File: src/rtl/core_fetch_pkg.sv
// Shared fetch-stage types: instruction/pointer widths, bus FSM states and the
// prefetch queue entry layout.
package core_fetch_pkg;

  typedef logic [30:0] hptr;
  typedef logic [31:0] word;

  typedef enum logic [1:0] {
    IDLE    = 2'd0,
    WAIT    = 2'd1,
    DISCARD = 2'd2
  } fetch_state;

  typedef struct packed {
    word insn;
    hptr pc;
  } fetch_entry;

  localparam int  FETCH_DEPTH = 4;
  localparam hptr RESET_PC    = '0;
  // One 32-bit instruction spans two halfwords.
  localparam hptr INSN_STEP   = 31'd2;

  function automatic hptr next_pc(input hptr pc);
    return pc + INSN_STEP;
  endfunction

endpackage

File: src/rtl/core_fetch_if.sv
// Fetch-stage signal bundle: redirect input, instruction bus and decode side.
// master = the fetch stage, slave = its surroundings (branch unit, memory, decode).
interface core_fetch_if;
  import core_fetch_pkg::*;

  logic branch;
  hptr  target;
  logic fetch_req;
  hptr  fetch_addr;
  logic fetch_ready;
  word  fetch_data;
  logic decode_stall;
  logic insn_valid;
  word  insn;
  hptr  insn_pc;

  modport master (
    input  branch, target, fetch_ready, fetch_data, decode_stall,
    output fetch_req, fetch_addr, insn_valid, insn, insn_pc
  );

  modport slave (
    output branch, target, fetch_ready, fetch_data, decode_stall,
    input  fetch_req, fetch_addr, insn_valid, insn, insn_pc
  );

endinterface

File: src/rtl/core_fetch_queue.sv
// Circular prefetch FIFO of fetch entries. Flush wins over push and pop;
// a push into a full queue is accepted only when a pop frees the slot.
module core_fetch_queue
  import core_fetch_pkg::*;
#(
  parameter int DEPTH = FETCH_DEPTH
) (
  input  logic                     clk,
  input  logic                     rst,
  input  logic                     push_i,
  input  fetch_entry               wdata_i,
  input  logic                     pop_i,
  input  logic                     flush_i,
  output logic [$clog2(DEPTH):0]   count_o,
  output logic                     empty_o,
  output fetch_entry               head_o
);

  localparam int AW = $clog2(DEPTH);
  localparam logic [AW:0] FULL_COUNT = (AW + 1)'(DEPTH);

  fetch_entry      mem [DEPTH];
  logic [AW-1:0]   rd_ptr_q, rd_ptr_d;
  logic [AW-1:0]   wr_ptr_q, wr_ptr_d;
  logic [AW:0]     count_q, count_d;
  logic            empty, full, do_pop, do_push;

  assign empty   = (count_q == '0);
  assign full    = (count_q == FULL_COUNT);
  assign do_pop  = pop_i && !empty;
  assign do_push = push_i && (!full || do_pop);

  always_comb begin
    rd_ptr_d = rd_ptr_q;
    wr_ptr_d = wr_ptr_q;
    count_d  = count_q;
    if (flush_i) begin
      rd_ptr_d = '0;
      wr_ptr_d = '0;
      count_d  = '0;
    end else begin
      if (do_push) wr_ptr_d = wr_ptr_q + 1'b1;
      if (do_pop)  rd_ptr_d = rd_ptr_q + 1'b1;
      if (do_push && !do_pop)      count_d = count_q + 1'b1;
      else if (do_pop && !do_push) count_d = count_q - 1'b1;
    end
  end

  always_ff @(posedge clk or posedge rst) begin
    if (rst) begin
      rd_ptr_q <= '0;
      wr_ptr_q <= '0;
      count_q  <= '0;
    end else begin
      rd_ptr_q <= rd_ptr_d;
      wr_ptr_q <= wr_ptr_d;
      count_q  <= count_d;
    end
  end

  // Storage carries no reset; only slots below count are ever observed.
  always_ff @(posedge clk) begin
    if (do_push && !flush_i) mem[wr_ptr_q] <= wdata_i;
  end

  assign count_o = count_q;
  assign empty_o = empty;
  assign head_o  = mem[rd_ptr_q];

endmodule

File: src/rtl/core_fetch.sv
// Instruction fetch stage: owns the PC, runs the single-outstanding bus FSM and
// feeds decode from the prefetch queue. A redirect flushes and restarts fetch.
module core_fetch
  import core_fetch_pkg::*;
#(
  parameter int DEPTH = FETCH_DEPTH
) (
  input  logic         clk,
  input  logic         rst,
  core_fetch_if.master fif
);

  localparam int CW = $clog2(DEPTH) + 1;

  fetch_state      state_q;
  hptr             pc_q;
  hptr             fetch_addr_q;
  logic            fetch_req_q;

  logic [CW-1:0]   count;
  logic            empty;
  logic            room;
  logic            pop;
  logic            push;
  fetch_entry      head;
  fetch_entry      push_entry;

  // The request test uses the settled count, so a pending slot is never over-committed.
  assign room       = (count < CW'(DEPTH));
  assign pop        = !empty && !fif.decode_stall;
  assign push       = (state_q == WAIT) && fif.fetch_ready && !fif.branch;
  assign push_entry = '{insn: fif.fetch_data, pc: pc_q};

  core_fetch_queue #(
    .DEPTH (DEPTH)
  ) u_queue (
    .clk     (clk),
    .rst     (rst),
    .push_i  (push),
    .wdata_i (push_entry),
    .pop_i   (pop),
    .flush_i (fif.branch),
    .count_o (count),
    .empty_o (empty),
    .head_o  (head)
  );

  always_ff @(posedge clk or posedge rst) begin
    if (rst) begin
      state_q      <= IDLE;
      pc_q         <= RESET_PC;
      fetch_req_q  <= 1'b0;
      fetch_addr_q <= RESET_PC;
    end else begin
      if (fif.branch) pc_q <= fif.target;
      case (state_q)
        IDLE: begin
          if (!fif.branch && room) begin
            fetch_req_q  <= 1'b1;
            fetch_addr_q <= pc_q;
            state_q      <= WAIT;
          end
        end
        WAIT: begin
          if (fif.fetch_ready) begin
            fetch_req_q <= 1'b0;
            state_q     <= IDLE;
            if (!fif.branch) pc_q <= next_pc(pc_q);
          end else if (fif.branch) begin
            state_q <= DISCARD;
          end
        end
        DISCARD: begin
          // Request stays up until the stale response retires it.
          if (fif.fetch_ready) begin
            fetch_req_q <= 1'b0;
            state_q     <= IDLE;
          end
        end
        default: begin
          fetch_req_q <= 1'b0;
          state_q     <= IDLE;
        end
      endcase
    end
  end

  assign fif.fetch_req  = fetch_req_q;
  assign fif.fetch_addr = fetch_addr_q;
  assign fif.insn_valid = !empty;
  assign fif.insn       = head.insn;
  assign fif.insn_pc    = head.pc;

endmodule

File: src/flat_wrapper.sv
// flat-port wrapper written by rule: the top's interface ports become plain ports
module core_fetch_flat import core_fetch_pkg::*;
#(
  parameter int DEPTH = FETCH_DEPTH
)
  (clk, rst, fif_branch, fif_target, fif_fetch_ready, fif_fetch_data, fif_decode_stall, fif_fetch_req, fif_fetch_addr, fif_insn_valid, fif_insn, fif_insn_pc);
  core_fetch_if fif_i ();
  input  logic clk;
  input  logic rst;
  input wire logic [$bits(fif_i.branch)-1:0] fif_branch;
  input wire logic [$bits(fif_i.target)-1:0] fif_target;
  input wire logic [$bits(fif_i.fetch_ready)-1:0] fif_fetch_ready;
  input wire logic [$bits(fif_i.fetch_data)-1:0] fif_fetch_data;
  input wire logic [$bits(fif_i.decode_stall)-1:0] fif_decode_stall;
  output wire logic [$bits(fif_i.fetch_req)-1:0] fif_fetch_req;
  output wire logic [$bits(fif_i.fetch_addr)-1:0] fif_fetch_addr;
  output wire logic [$bits(fif_i.insn_valid)-1:0] fif_insn_valid;
  output wire logic [$bits(fif_i.insn)-1:0] fif_insn;
  output wire logic [$bits(fif_i.insn_pc)-1:0] fif_insn_pc;
  assign fif_i.branch = fif_branch;
  assign fif_i.target = fif_target;
  assign fif_i.fetch_ready = fif_fetch_ready;
  assign fif_i.fetch_data = fif_fetch_data;
  assign fif_i.decode_stall = fif_decode_stall;
  assign fif_fetch_req = fif_i.fetch_req;
  assign fif_fetch_addr = fif_i.fetch_addr;
  assign fif_insn_valid = fif_i.insn_valid;
  assign fif_insn = fif_i.insn;
  assign fif_insn_pc = fif_i.insn_pc;
  core_fetch #(.DEPTH(DEPTH)) u_core (.clk(clk), .rst(rst), .fif(fif_i));
endmodule
File: config.mk
export PLATFORM = sky130hd
export DESIGN_NAME = core_fetch_flat
export DESIGN_NICKNAME = d
export VERILOG_FILES = /design/src/rtl/core_fetch_pkg.sv /design/src/rtl/core_fetch_if.sv /design/src/rtl/core_fetch_queue.sv /design/src/rtl/core_fetch.sv /design/src/flat_wrapper.sv
export SDC_FILE = /design/constraint.sdc
export NUM_CORES = 1
export LEC_CHECK = 0
export ABC_AREA = 0
export CORE_MARGIN = 2
export CORE_UTILIZATION = 45
export DETAILED_ROUTE_END_ITERATION = 16
export PLACE_DENSITY = 0.67
export SYNTH_ARGS = -nofsm -noshare
export SYNTH_HDL_FRONTEND = slang
export SYNTH_SLANG_ARGS = --single-unit
export TNS_END_PERCENT = 1
File: constraint.sdc
create_clock -name clk -period 4.2 [get_ports clk]
set_input_delay 0.42 -clock clk [delete_from_list [all_inputs] [get_ports clk]]
set_output_delay 0.42 -clock clk [all_outputs]
set_load 0.03 [all_outputs]
# Word-level counts from Yosys, hierarchy flattened
# Memory sizes are Yosys's and may differ from the RTL's.
# Index checks and enable logic that the tools add are counted.
# classes
add_sub_neg	5
magnitude_cmp	1
n_eq_ne	7
muxes	21
reduce_logical	25
# ops
operator	n
31-bit two-way mux	4
31-bit by 2-bit adder with 31-bit output (second input constant)	1
2-bit two-way mux	8
1-bit logical AND	9
3-bit two-way mux	3
1-bit logical NOT	6
2-bit case mux with 3 select lines	1
2-bit by 1-bit adder with 2-bit output (second input constant)	2
1-bit two-way mux	4
2-bit by 1-bit != test with 1-bit output (second input constant)	2
2-bit AND reduction	2
2-bit nonzero test	2
3-bit by 1-bit adder with 3-bit output (second input constant)	1
3-bit equality test (second input constant)	1
3-bit logical NOT	1
3-bit < comparator (second input constant)	1
3-bit != test (second input constant)	1
3-bit AND reduction	1
3-bit nonzero test	1
3-bit by 1-bit subtractor with 3-bit output (second input constant)	1
2-bit by 1-bit equality test with 1-bit output (second input constant)	1
2-bit equality test (second input constant)	1
2-bit logical NOT	1
2-bit != test (second input constant)	1
3 further kinds	3
# word_totals
reg_bits	72
mem_bits_rw	252
inputBits	68
out_inout_bits	96
wordCells	67
memories	1
# memory_table
memory	depth	width	rd	rd_ports_with_merged_regs	wr	line	text
u_core.u_queue.mem	4	63	1	0	1	core_fetch_queue.sv:22	fetch_entry mem [DEPTH];

# Logic depth before layout (Yosys ltp)
# Gate-level depths: netlist of the first run.
# logic_depth
ltp_word	11
mapped_depth	9
depth_no_buf	9

# By module
# From an unflattened synthesis of the first run, not the netlist that was laid out.
# unflattened
hier_cells	685
area_unflattened_um2	12744.7
# by_module_without_submodules
module	instances	cells_per_inst	area_per_inst_um2
core_fetch_queue	1	392	9629.2
core_fetch	1	293	3115.5

# Least setup slack after synthesis of the first run
# OpenSTA, ideal clock, no wires.
# synth_path
path_kind	flip-flop to flip-flop
startpoint	register u_core.state_q[1]
endpoint	memory u_core.u_queue.mem[0][0] (netlist name) (enable)
arrival_ns	2.447
required_time_ns	3.772
slack_ns	1.325
stages_incl_launch_ff	5
n_path_buf	0
path_cell_list	dfrtp_1 > inv_1 > ha_1 > and3b_1 > and3_1
# synth_via
elab_chain_len	7
# synth_rtl
item	line	text
start, declared	core_fetch.sv:15	fetch_state state_q;
start signal, assigned	core_fetch.sv:50	state_q <= IDLE;
start signal, assigned	core_fetch.sv:61	state_q <= WAIT;
start signal, assigned	core_fetch.sv:67	state_q <= IDLE;
2-bit by 1-bit equality test with 1-bit output	core_fetch.sv:31	assign push = (state_q == WAIT) && fif.fetch_ready && !fif.branch;
1-bit logical AND (2 in series)	core_fetch.sv:31	
1-bit logical AND	core_fetch_queue.sv:31	assign do_push = push_i && (!full || do_pop);
1-bit logical AND	core_fetch_queue.sv:63	if (do_push && !flush_i) mem[wr_ptr_q] <= wdata_i;
1-bit two-way mux	core_fetch_queue.sv:63	
1-bit two-way mux (implied by the code)	core_fetch_queue.sv:63	
end, declared	core_fetch_queue.sv:22	
# No other way between the ends.

# Final worst setup path of the first run
# layout_path
startpoint	register u_core.u_queue.rd_ptr_q[0]
endpoint	output port fif_insn[28]
# layout_via
elab_chain_len	1
# layout_rtl
item	line	text
start, declared	core_fetch_queue.sv:23	logic [AW-1:0] rd_ptr_q, rd_ptr_d;
start signal, assigned	core_fetch_queue.sv:55	rd_ptr_q <= rd_ptr_d;
memory 4 x 63 bit	n/a	
end, declared	flat_wrapper.sv:18	output wire logic [$bits(fif_i.insn)-1:0] fif_insn;
# No other way between the ends.

==> results of run 1 <==
==> layout make-up <==
| cell class | count | area, um^2 |
|---|---|---|
| fill | 2151 | 12000 |
| sequential | 324 | 9380 |
| multi-input combinational | 300 | 3130 |
| timing repair buffer | 169 | 1690 |
| clock buffer | 44 | 920 |
| tap | 378 | 473 |
| clock inverter | 14 | 95.1 |
| inverter | 16 | 60.1 |
==> power breakdown <==
group | switching [mW] | leakage [nW] | internal (mW)
sequential | 0.307 | 3.12 | 3.81
clock | 1.14 | 0.500 | 1.60
combinational | 1.31 | 1.59 | 1.17
==> through the flow <==
| step | instance area [um^2] | utilization [%] | power (mW) | cells |
|---|---|---|---|---|
| finish | 15700 | 56.7 | 9.34 | 1245 |
| CTS | 15700 | 56.7 | 9.45 | 1245 |
| detailed placement | 14700 | 53.0 | 6.69 | 1187 |
| global route | 15700 | 56.7 | 9.74 | 1245 |
| floorplan | 12700 | - | 5.65 | 672 |
| global placement | 14700 | 53.0 | 6.62 | 1187 |
==> worst max-delay path, stage by stage, from the launching register on <==
cell and delay (ps):
dfrtp_4 820, buf_4 410, mux4_2 550, clkdlybuf4s50_1 600
==> synth_stat cells (all sizes together), types with 2 or more instances <==
cell / number / share of area, %
edfxtp: 252 / 60
dfrtp: 72 / 14
mux4: 63 / 11
mux2: 33 / 2.9
nand2: 26 / 0.77
clkbuf: 23 / 0.68
nor2: 20 / 0.59
o21ai: 17 / 0.67
a31oi: 16 / 0.79
inv: 16 / 0.47
nand4: 14 / 0.74
or4: 13 / 0.80
o31ai: 12 / 0.71
and3: 9 / 0.44
buf: 9 / 0.38
ha: 8 / 0.79
xnor2: 7 / 0.48
a21oi: 6 / 0.24
nand3: 6 / 0.24
xor2: 6 / 0.41
and4: 5 / 0.35
or3: 5 / 0.25
and2: 4 / 0.20
nor3: 4 / 0.16
nor4: 4 / 0.20
o31a: 4 / 0.28
mux2i: 2 / 0.16
nand2b: 2 / 0.099
o211ai: 2 / 0.12
==> layer usage <==
layer  GRT usage [%]  share of wire [%]
met5               0                  0
met4            4.75                2.0
met3            3.68                5.6
met2            28.8                 48
met1            23.9                 44
==> how the worst max path moves through the flow <==
stage,to,cells after the start
4_1_cts,fif_insn[26],3
6_report,fif_insn[28],3
3_5_place_dp,fif_insn[21],3
3_3_place_gp,fif_insn_pc[2],3
5_1_grt,fif_insn[21],3
2_1_floorplan,u_core.u_queue.mem[0][0]$_DFFE_PP_,4
==> sequential cells by signal, indices dropped and copies added, names as in the netlist <==
signal,cells
u_core.u_queue.wr_ptr_q,2
u_core.state_q,2
u_core.u_queue.count_o,3
u_core.u_queue.rd_ptr_q,2
u_core.pc_q,31
u_core.u_queue.mem,252
u_core.fif.fetch_addr,31
u_core.fif.fetch_req,1
==> cells by family (layout without fill, tap and decap cells) <==
kind of cell | after synthesis | in the layout | synth area share, %
AO/OA/AOI/OAI | 63 | 63 | 3.23
flip-flops | 324 | 324 | 73.9
multiplexers | 98 | 98 | 14.3
adder cells (fa/ha/maj) | 9 | 9 | 0.948
AND/OR/NAND/NOR | 117 | 117 | 5.15
buffers and inverters | 48 | 243 | 1.53
XOR/XNOR | 13 | 13 | 0.899
==> metrics, run 1 <==
status=finished, final reports clean; DP Worst Slack=1300 ps; row cnt=61; ys flop type=edfxtp_1; routed wire length=25.4 mm; H-tree levels=2; FF-to-FF End=u_core.pc_q[27]$_DFF_PP0_; Crit. End Element=output pin; height of the die=172 um; I/O pins=164; post-CTS setup buffers=0; clock sinks=324; synthesized instance count=672; RSZ-0062 raised after global routing=false; GP Congestion=0.736; HP Class=in2async; placed wire-length estimate=15.4 mm; Final #Nets=922; # diodes=0; antenna viol nets, final=0; Slew Limit Fails=0; CTS tree=built; R2R Setup Slk=1540 ps; share of post-route cells with drive strength above 1=18.0%; DR WL/cell=20.4 um; asr flop ratio synth=22.2%; GRT overflow=0; setup violators final=0; period utilization=79.2%; Worst Setup Path Type=reg2out; Fmax=301 MHz; R2R depth=6; Post-CTS Hold Fix Bufs=0; critical path launch point type=register; via count=6756; PortBufs=163; post-synthesis sequential element count=324; Worst Skew=23.1 ps; post-DR vias/cell=5.43; sequential area share after synthesis=73.9%; number of synthesized flops with an enable pin=252; crit-path max FO=30; WHS=435 ps; CTS buffer count=34; syn nets=749; PwrDens=593 nW/um^2; core area=27800 um^2; die area=29500 um^2; Worst-path clk slew=60 ps; area grow syn2layout=24.3%; GRT Total Usage=17.5%; Starting Density=45.6%; synth warn=0; Data required, critical path=3780 ps; initial antenna violation count=0; largest net degree at the start of global routing=65; mapped cell area=12700 um^2; Resize count post-CTS=0; most frequent cells in the layout=252 x edfxtp_1, 163 x clkdlybuf4s50_1, 70 x dfrtp_1; reg2reg start=u_core.state_q[1]$_DFFE_PP0P_; CP Launch Point=u_core.u_queue.rd_ptr_q[0]$_DFFE_PP0P_; Root Buffer Master=clkbuf_16; first-pass GRT wire length=39.2 mm; vias in the first global route=7092; Hold Vio Cnt, Final=0; worst vdd ir=0.380 mV; setup ws final=873 ps; Leak Pwr=5.21 nW; Avg Inst Size Synth=18.9 um^2; Detailed Routing Iterations Pass 1=5; CTS Buffer Depth=3; total negative slack=0 ps; max_cap viols=0; CP arrival=2910 ps; Least-Margin Pin Slew=1040 ps; Worst-Skew Late Latency=500 ps; commonest non-fill, non-tap cell in the layout=edfxtp_1; DRT iter0 DRCs=460; drc violations=0; Distinct cells, synth=45; fin crit period=3330 ps; Die X-Extent=172 um; slew margin rel.=30.5%
(Power assumes the default switching activity.)
==> run 2, diff against run 1 <==
--- a/config.mk
+++ b/config.mk
@@ -9,7 +9,7 @@
 export CORE_MARGIN = 2
 export CORE_UTILIZATION = 45
 export DETAILED_ROUTE_END_ITERATION = 16
-export PLACE_DENSITY = 0.67
+export PLACE_DENSITY = 0.7
 export SYNTH_ARGS = -nofsm -noshare
 export SYNTH_HDL_FRONTEND = slang
 export SYNTH_SLANG_ARGS = --single-unit
==> constraint.sdc (replaced) <==
create_clock -name clk -period 2.9 [get_ports clk]
set_input_delay 0.29 -clock clk [delete_from_list [all_inputs] [get_ports clk]]
set_output_delay 0.29 -clock clk [all_outputs]
set_load 0.03 [all_outputs]
==> metrics, run 2 (synthesis results as in run 1) <==
status=finished, final reports clean; first-pass GRT wire length=41.0 mm (+4.6%); crit-path max FO=11 (-63%); row cnt=61 (unchanged); Data required, critical path=2610 ps (-1170 ps); fin crit period=2840 ps; share of post-route cells with drive strength above 1=20.9% (+2.9 points); clock sinks=324 (unchanged); GP Congestion=0.792 (+7.6%); area grow syn2layout=28.0%; Largest register FFs=252 (unchanged); largest register by flop count=u_core.u_queue.mem; period utilization=97.9%; die area=29500 um^2 (unchanged); Die X-Extent=172 um (unchanged); Least-Margin Pin Slew=957 ps (-85.1 ps); via count=6869 (+1.7%); most frequent cells in the layout=252 x edfxtp_1, 155 x clkdlybuf4s50_1, 70 x dfrtp_1; Post-CTS Hold Fix Bufs=0 (unchanged); core area=27800 um^2 (unchanged); Leak Pwr=5.50 nW (+5.4%); total negative slack=0 ps (unchanged); placed wire-length estimate=17.3 mm (+12%); largest net degree at the start of global routing=42 (-35%); setup violators final=0 (unchanged); Final #Nets=946 (+2.6%); CP arrival=2550 ps (-360 ps); PortBufs=163 (unchanged); max_cap viols=0 (unchanged); RSZ-0062 raised after global routing=true; GRT overflow=0 (unchanged); # diodes=0 (unchanged); Slew Limit Fails=0 (unchanged); post-DR vias/cell=5.40 (-0.49%); Detailed Routing Iterations Pass 1=5 (unchanged); Worst Skew=14.1 ps (-9.01 ps); critical path launch point type=register; Starting Density=45.6% (unchanged); CTS tree=built; commonest non-fill, non-tap cell in the layout=edfxtp_1; worst vdd ir=0.504 mV (+33%); GRT Total Usage=18.6% (+1.1 points); initial antenna violation count=0 (unchanged); WHS=193 ps (-241 ps); DR WL/cell=21.3 um (+4.5%); HP Class=in2async; CTS Buffer Depth=3 (unchanged); Root Buffer Master=clkbuf_16; Worst-path clk slew=60 ps (about the same); vias in the first global route=7131 (+0.55%); DRT iter0 DRCs=514 (+12%); CTS buffer count=35 (+2.9%); antenna viol nets, final=0 (unchanged); PwrDens=871 nW/um^2 (+47%); I/O pins=164 (unchanged); Worst Setup Path Type=reg2out; H-tree levels=2 (unchanged); Hold Vio Cnt, Final=0 (unchanged); drc violations=0 (unchanged); Worst-Skew Late Latency=500 ps (about the same); routed wire length=27.1 mm (+6.8%); total power=14.1 mW (+51%); Fmax=352 MHz; Crit. End Element=output pin; height of the die=172 um (unchanged); slew margin rel.=36.1% (+5.6 points)
-- run 2: changes by cell type in the layout (fill, tap and decap cells not counted) --
cell,before,now
buf_12,1,10
buf_16,0,2
buf_4,5,17
bufinv_16,1,5
clkbuf_1,8,6
clkdlybuf4s50_1,163,155
clkinv_1,6,4
clkinv_2,5,7
clkinv_4,1,0
clkinvlp_4,0,4
dlymetal6s2s_1,0,8
inv_2,1,0
-- run 2: final timing paths --
| path | from | to | slack, ps | cells after the start |
|---|---|---|---|---|
| max | u_core.u_queue.rd_ptr_q[0]$_DFFE_PP0P_ | fif_insn_pc[4] | 60 | 3 |
| min reg2reg | u_core.fif.fetch_addr[15]$_DFFE_PP0P_ | u_core.fif.fetch_addr[15]$_DFFE_PP0P_ | 510 | 1 |
| min | rst | u_core.state_q[1]$_DFFE_PP0P_ | 190 | 2 |
| max in group asynchronous | rst | u_core.fif.fetch_addr[5]$_DFFE_PP0P_ | 2060 | 3 |
| max reg2reg | u_core.state_q[0]$_DFFE_PP0P_ | u_core.u_queue.count_o[2]$_DFFE_PP0P_ | 520 | 7 |
| min in group clk | fif_target[3] | u_core.pc_q[3]$_DFF_PP0_ | 350 | 3 |
-- run 2: final cells by class --
class,instances,area [um^2]
clock buffers,42,912
multi-input cells,300,3130
well taps,378,473
fillers,2133,11600
inverters,16,61.3
flip-flops and latches,324,9380
repair buffers,192,2030
clock inverters,20,234
-- run 2: critical path, stage by stage (launching register included) --
cell and delay, ps:
dfrtp_4 550, buf_4 310, mux4_2 560, clkdlybuf4s50_1 610
-- run 2: where the power goes --
group / internal, mW / leakage, nW / switching (mW)
logic: 1.78 / 1.83 / 2.05
clock network: 2.69 / 0.551 / 1.73
registers: 5.52 / 3.12 / 0.364
total: 9.99 / 5.50 / 4.14
-- run 2: repair_timing --
| action | CTS | global route |
|---|---|---|
| gates resized for setup | 0 | 9 |
| setup endpoints to repair | 0 | 25 |
| setup buffers | 0 | 1 |
-- run 2: routing by layer --
layer  global-route usage [%]  part of all wire (%)  vias up
met1                     26.0                    44     3509
met3                     3.54                   5.5       48
met5                        0                     0        -
met4                     5.44                   2.4        0
li1                         -                     -     3115
met2                     30.1                    48      197
-- run 2: stage by stage --
stage | util [%] | std cells | instance area, um^2 | setup WS [ps]
finish | 58.4 | 1272 | 16200 | 59.7
global route | 58.4 | 1272 | 16200 | -13.5
CTS | 58.2 | 1271 | 16200 | 8.24
detailed placement | 54.1 | 1209 | 15000 | 403
global placement | 54.1 | 1209 | 15000 | 455
floorplan | - | 672 | 12700 | 25.1
